==> config.mk <==
export PLATFORM = sky130hd
export DESIGN_NAME = fifo_wr_arbiter_flat
export DESIGN_NICKNAME = d
export VERILOG_FILES = /design/src/rtl/fifo_wr_arbiter_pkg.sv /design/src/rtl/fifo_wr_arbiter_if.sv /design/src/rtl/fifo_wr_arbiter_rr_pick.sv /design/src/rtl/fifo_wr_arbiter.sv /design/src/flat_wrapper.sv
export SDC_FILE = /design/constraint.sdc
export NUM_CORES = 1
export LEC_CHECK = 0
export BUFFER_PORTS_ARGS = -buffer_cell sky130_fd_sc_hd__buf_2
export CAP_MARGIN = 20
export CORE_MARGIN = 3
export CORE_UTILIZATION = 49
export CTS_CLUSTER_SIZE = 40
export DETAILED_ROUTE_END_ITERATION = 12
export GPL_ROUTABILITY_DRIVEN = 1
export HOLD_SLACK_MARGIN = 0.15
export PLACE_DENSITY_LB_ADDON = 0.08
export REMOVE_ABC_BUFFERS = 1
export SLEW_MARGIN = 10
export SYNTH_ARGS = -nofsm -noshare
export SYNTH_HDL_FRONTEND = slang
export SYNTH_SLANG_ARGS = --single-unit
export TNS_END_PERCENT = 100
==> constraint.sdc <==
create_clock -name clk -period 5.3 [get_ports clk]
set_input_delay 0.265 -clock clk [delete_from_list [all_inputs] [get_ports clk]]
set_output_delay 0.265 -clock clk [all_outputs]
set_load 0.005 [all_outputs]
==> src/rtl/fifo_wr_arbiter_pkg.sv <==
// fifo_arb_pkg: shared state encoding, beat counter width and index-width helper for the write arbiter.
package fifo_arb_pkg;
    typedef enum logic {IDLE, OWN} arb_state_t;
    localparam int BEAT_W = 8;
    function automatic int rr_idx_w(input int n);
        return (n < 2) ? 1 : $clog2(n);
    endfunction
endpackage

==> src/rtl/fifo_wr_arbiter_if.sv <==
// fifo_wr_arbiter_if: producer request/data bus and fifo write port seen by the arbiter.
interface fifo_wr_arbiter_if
    import fifo_arb_pkg::*;
#(
    parameter int N_REQ   = 4,
    parameter int F_WIDTH = 8
);
    localparam int IW = rr_idx_w(N_REQ);
    logic [N_REQ-1:0]         req;
    logic [N_REQ*F_WIDTH-1:0] din_bus;
    logic [N_REQ-1:0]         gnt;
    logic                     fifo_full;
    logic                     fifo_enq;
    logic [F_WIDTH-1:0]       fifo_din;
    logic                     busy;
    logic [IW-1:0]            owner;
    modport master (output req, din_bus, fifo_full, input gnt, fifo_enq, fifo_din, busy, owner);
    modport slave  (input req, din_bus, fifo_full, output gnt, fifo_enq, fifo_din, busy, owner);
endinterface

==> src/rtl/fifo_wr_arbiter_rr_pick.sv <==
// rr_pick: combinational rotate-priority picker; first set req at or after ptr, wrapping.
module rr_pick
    import fifo_arb_pkg::*;
#(
    parameter int N_REQ = 4,
    parameter int IW    = rr_idx_w(N_REQ)
) (
    input  logic [N_REQ-1:0] req,
    input  logic [IW-1:0]    ptr,
    output logic             valid,
    output logic [IW-1:0]    idx
);
    logic [N_REQ-1:0] rot;
    // rot[k] is req[(ptr+k) mod N_REQ]
    assign rot   = N_REQ'({req, req} >> ptr);
    assign valid = |req;
    always_comb begin
        idx = '0;
        for (int k = N_REQ - 1; k >= 0; k--)
            if (rot[k]) idx = IW'((int'(ptr) + k) % N_REQ);
    end
endmodule

==> src/rtl/fifo_wr_arbiter.sv <==
// fifo_wr_arbiter: round-robin burst arbiter sharing one fifo write port among N_REQ producers.
module fifo_wr_arbiter
    import fifo_arb_pkg::*;
#(
    parameter int N_REQ   = 4,
    parameter int F_WIDTH = 8,
    parameter int BURST   = 2
) (
    input logic clk,
    input logic rst,
    fifo_wr_arbiter_if.slave bus
);
    localparam int IW = rr_idx_w(N_REQ);

    arb_state_t        state_q, state_d;
    logic [IW-1:0]     owner_q, owner_d, ptr_q, ptr_d, pick_idx;
    logic [BEAT_W-1:0] cnt_q, cnt_d;
    logic              pick_valid, own, acc, last;

    rr_pick #(.N_REQ(N_REQ), .IW(IW)) u_pick (
        .req   (bus.req),
        .ptr   (ptr_q),
        .valid (pick_valid),
        .idx   (pick_idx)
    );

    assign own  = state_q == OWN;
    assign acc  = own & bus.req[owner_q] & ~bus.fifo_full;
    assign last = cnt_q == BEAT_W'(BURST - 1);

    assign bus.fifo_enq = acc;
    assign bus.gnt      = acc ? N_REQ'(1) << owner_q : '0;
    assign bus.fifo_din = acc ? bus.din_bus[int'(owner_q)*F_WIDTH +: F_WIDTH] : '0;
    assign bus.busy     = own;
    assign bus.owner    = owner_q;

    always_ff @(posedge clk or posedge rst) begin
        if (rst) begin
            state_q <= IDLE;
            owner_q <= '0;
            ptr_q   <= '0;
            cnt_q   <= '0;
        end else begin
            state_q <= state_d;
            owner_q <= owner_d;
            ptr_q   <= ptr_d;
            cnt_q   <= cnt_d;
        end
    end

    // A dropped request releases immediately; a full fifo simply holds the grant.
    always_comb begin
        state_d = state_q;
        owner_d = owner_q;
        ptr_d   = ptr_q;
        cnt_d   = cnt_q;
        if (!own) begin
            if (pick_valid) begin
                state_d = OWN;
                owner_d = pick_idx;
                cnt_d   = '0;
            end
        end else if (!bus.req[owner_q] || (acc && last)) begin
            state_d = IDLE;
            ptr_d   = (owner_q == IW'(N_REQ - 1)) ? '0 : owner_q + 1'b1;
        end else if (acc) begin
            cnt_d = cnt_q + 1'b1;
        end
    end
endmodule

==> src/flat_wrapper.sv <==
// flat-port wrapper written by rule: the top's interface ports become plain ports
module fifo_wr_arbiter_flat import fifo_arb_pkg::*;
#(
    parameter int N_REQ   = 4,
    parameter int F_WIDTH = 8,
    parameter int BURST   = 2
)
  (clk, rst, bus_req, bus_din_bus, bus_fifo_full, bus_gnt, bus_fifo_enq, bus_fifo_din, bus_busy, bus_owner);
  fifo_wr_arbiter_if #(.N_REQ(N_REQ), .F_WIDTH(F_WIDTH)) bus_i ();
  input logic clk;
  input logic rst;
  input wire logic [$bits(bus_i.req)-1:0] bus_req;
  input wire logic [$bits(bus_i.din_bus)-1:0] bus_din_bus;
  input wire logic [$bits(bus_i.fifo_full)-1:0] bus_fifo_full;
  output wire logic [$bits(bus_i.gnt)-1:0] bus_gnt;
  output wire logic [$bits(bus_i.fifo_enq)-1:0] bus_fifo_enq;
  output wire logic [$bits(bus_i.fifo_din)-1:0] bus_fifo_din;
  output wire logic [$bits(bus_i.busy)-1:0] bus_busy;
  output wire logic [$bits(bus_i.owner)-1:0] bus_owner;
  assign bus_i.req = bus_req;
  assign bus_i.din_bus = bus_din_bus;
  assign bus_i.fifo_full = bus_fifo_full;
  assign bus_gnt = bus_i.gnt;
  assign bus_fifo_enq = bus_i.fifo_enq;
  assign bus_fifo_din = bus_i.fifo_din;
  assign bus_busy = bus_i.busy;
  assign bus_owner = bus_i.owner;
  fifo_wr_arbiter #(.N_REQ(N_REQ), .F_WIDTH(F_WIDTH), .BURST(BURST)) u_core (.clk(clk), .rst(rst), .bus(bus_i));
endmodule
==> flow_summary.ini <==
[timing]
final_hold_viol_count = 0
period_share = 0.4659
slew_violations = 0
worstMarginPinSlew_ns = 0.7008
setup_violations = 0
fmax_mhz = 405.0
skew_ns = 0.005033
max_slew_margin = 0.5328
fin_tns_setup_ns = 0
rsz0062_at_grt = no
timing.final.crit_period_ns = 2.469

[die]
pin_count = 55
die_x_um = 53.67
die_h_um = 53.67
die_area_mm2 = 0.002880
row_count = 16
start_util = 0.5400
core_area_mm2 = 0.002062

[critical_path]
worst-r2r-cell-count = 5
arrival_ns = 2.20
timing.reg2reg.setup_slack_ns = 3.12
crit_slowest_cell = dfrtp_1
cp.required_ns = 5.04
critical_path_buf_inv_count = 2
reg2reg_from = u_core.bus.owner[0]
worstSetupPathType = flop to primary output
cp-end-kind = primary output
path_cells = mux4_2, nand2_2, inv_2, buf_2
slowest_delay_ns = 0.80
r2r_end = u_core.cnt_q[1]
crit_fanout = 15
cp_top_family = flip-flops
start_kind = flop

[logic_synthesis]
post_synth.cell_area_avg_um2 = 10.41
synth_edf_count = 0
synth_top_area_frac = 0.2921
synth.ff_latch_count = 13
synth_area_mm2 = 0.001114
synthCells = 107
ys_top_cells_by_area = dfrtp_1, mux4_2, and3_1
synth-main-ff-cell = dfrtp_1
synth.distinct_cells = 34
synth_area_leader_cell = dfrtp_1
ys_async_sr_fraction = 1.000
yosysSeqAreaShare = 0.2921
synth-warning-count = 0

[worst_hold_path]
whs_path_depth = 3
worstHoldStart = bus_req[1]
hold_class = input port to flop
hold_path_end = u_core.bus.owner[0]

[placed_design]
gp_congestion = 0.8030
hpwl_mm = 2.313
io_buffers = 54

[final_layout]
fin_nets = 208
antenna_cells = 0
drive_gt1_frac = 0.4691
area_growth_pct = 29.33
final_common_cell = buf_2
final_cell_mix = buf_2, and3_1, dfrtp_1
nFillCells = 172

[cts]
cts.clk_slew.worst_paths_ns = 0.07
cts_root_buf = clkbuf_4
clock_latency_ns = 0.27
cts_tree = yes
cts_inserted_buffers = 3
cts_resized = 0
post_cts_buffers = 0
clock_sinks = 13
htree_num_levels = 1
cts_max_path_buffers = 2
postCtsHoldBufs = 1

[route]
routedWlPerCell_um = 15.33
drtIter0Drc = 24
drt_pass1_iterations = 4
drc = 0
vias_per_cell = 5.582
vias = 1055
routed_wl_mm = 2.898
postRouteAntennaNets = 0

[power]
switchingPower_mw = 0.2257
clkPwrFrac = 0.110
combPwrFrac = 0.540
seqPwrFrac = 0.350
swShare = 0.4100
ir_worst_vdd_v = 0.0002741
power.internal_mw = 0.3247
power.leakage_nw = 0.7816
power_mw = 0.5504
power.density_mw_per_mm2 = 382.2

[global_route]
grt_pass1_wl_mm = 4.885
grtUsageTotal = 0.2304
grt.overflow.total = 0
grt_pass1_vias = 1128
grt_max_degree = 16
antenna_found_initial = 0

[status]
status = completed

[run]
cap_violations = 0
## worst reg2reg max path, delay by kind of cell (launching register included)
kind,cells,cell delay (ns)
flops,1,0.80
buf+inv,1,0.08
simple gates,1,0.19
compound gates,1,0.07
mux,2,0.96
## flip-flops by register name, indices dropped and copies added (netlist names)
signal	count
u_core.bus.busy	1
u_core.bus.owner	2
u_core.cnt_q	8
u_core.ptr_q	2
## Yosys cell counts (all sizes together) (3+ instances only)
| cell type | number |
|---|---|
| and3 | 13 |
| dfrtp | 13 |
| nand2 | 12 |
| mux4 | 9 |
| inv | 8 |
| ha | 6 |
| nor2 | 5 |
| mux2i | 4 |
| o21ai | 4 |
| a21boi | 3 |
| clkbuf | 3 |
| o41ai | 3 |
## worst max-delay path by stage
| stage | startpoint | end | slack [ns] | depth (start not counted) |
|---|---|---|---|---|
| global route | u_core.bus.owner[0] | bus_fifo_enq | 2.68 | 4 |
| global placement | u_core.bus.owner[0] | bus_fifo_enq | 3.17 | 4 |
| finish | u_core.bus.owner[0] | bus_fifo_enq | 2.83 | 4 |
| CTS | u_core.bus.owner[0] | bus_fifo_enq | 2.80 | 4 |
| detailed placement | u_core.bus.owner[0] | u_core.cnt_q[1] | 3.10 | 5 |
| floorplan | u_core.bus.owner[0] | u_core.ptr_q[0] | 3.31 | 4 |
## logic make-up (layout without fill, tap and decap cells)
| group | count (synthesis) | after routing | share of synthesized area |
|---|---|---|---|
| AND/OR/NAND/NOR | 40 | 40 | 0.1989 |
| AO/OA/AOI/OAI | 20 | 20 | 0.1506 |
| multiplexers | 15 | 15 | 0.2449 |
| flip-flops | 13 | 13 | 0.2921 |
| buffers and inverters | 13 | 68 | 0.04607 |
| adder cells (fa/ha/maj) | 6 | 6 | 0.06741 |
## layout make-up
cell class / count / area [um2] / area share
multi-input cells: 81 / 737.0 / 0.5117
repair buffers: 56 / 287.8 / 0.1998
flip-flops and latches: 13 / 325.3 / 0.2259
well taps: 27 / 33.78 / 0.02346
clock buffers: 4 / 26.28 / 0.01825
inverters: 8 / 30.03 / 0.02085
## power groups by stage
stage	Clock, mW	Combinational [mW]	Sequential, mW
2_1_floorplan	0	0.210	0.181
3_3_place_gp	0	0.289	0.191
3_5_place_dp	0	0.297	0.196
4_1_cts	0.0622	0.299	0.194
5_1_grt	0.0650	0.330	0.204
6_report	0.0606	0.297	0.193
## routing by layer
layer,wire (um),GRT usage
met4,12,0.06383
met5,0,0
met1,1103,0.2456
met3,139,0.04432
met2,1641,0.4496
## per-stage QoR
step | area, um2 | util | hold WS, ns | std cells | worst slack (ns)
2_1_floorplan | 1092 | - | 0.1420 | 102 | 3.305
3_3_place_gp | 1404 | 0.6808 | 0.2968 | 184 | 3.170
3_5_place_dp | 1404 | 0.6808 | 0.3130 | 184 | 3.096
4_1_cts | 1440 | 0.6984 | 0.3652 | 189 | 2.801
5_1_grt | 1440 | 0.6984 | 0.3660 | 189 | 2.682
6_report | 1440 | 0.6984 | 0.3637 | 189 | 2.831
(Power assumes the default switching activity.)
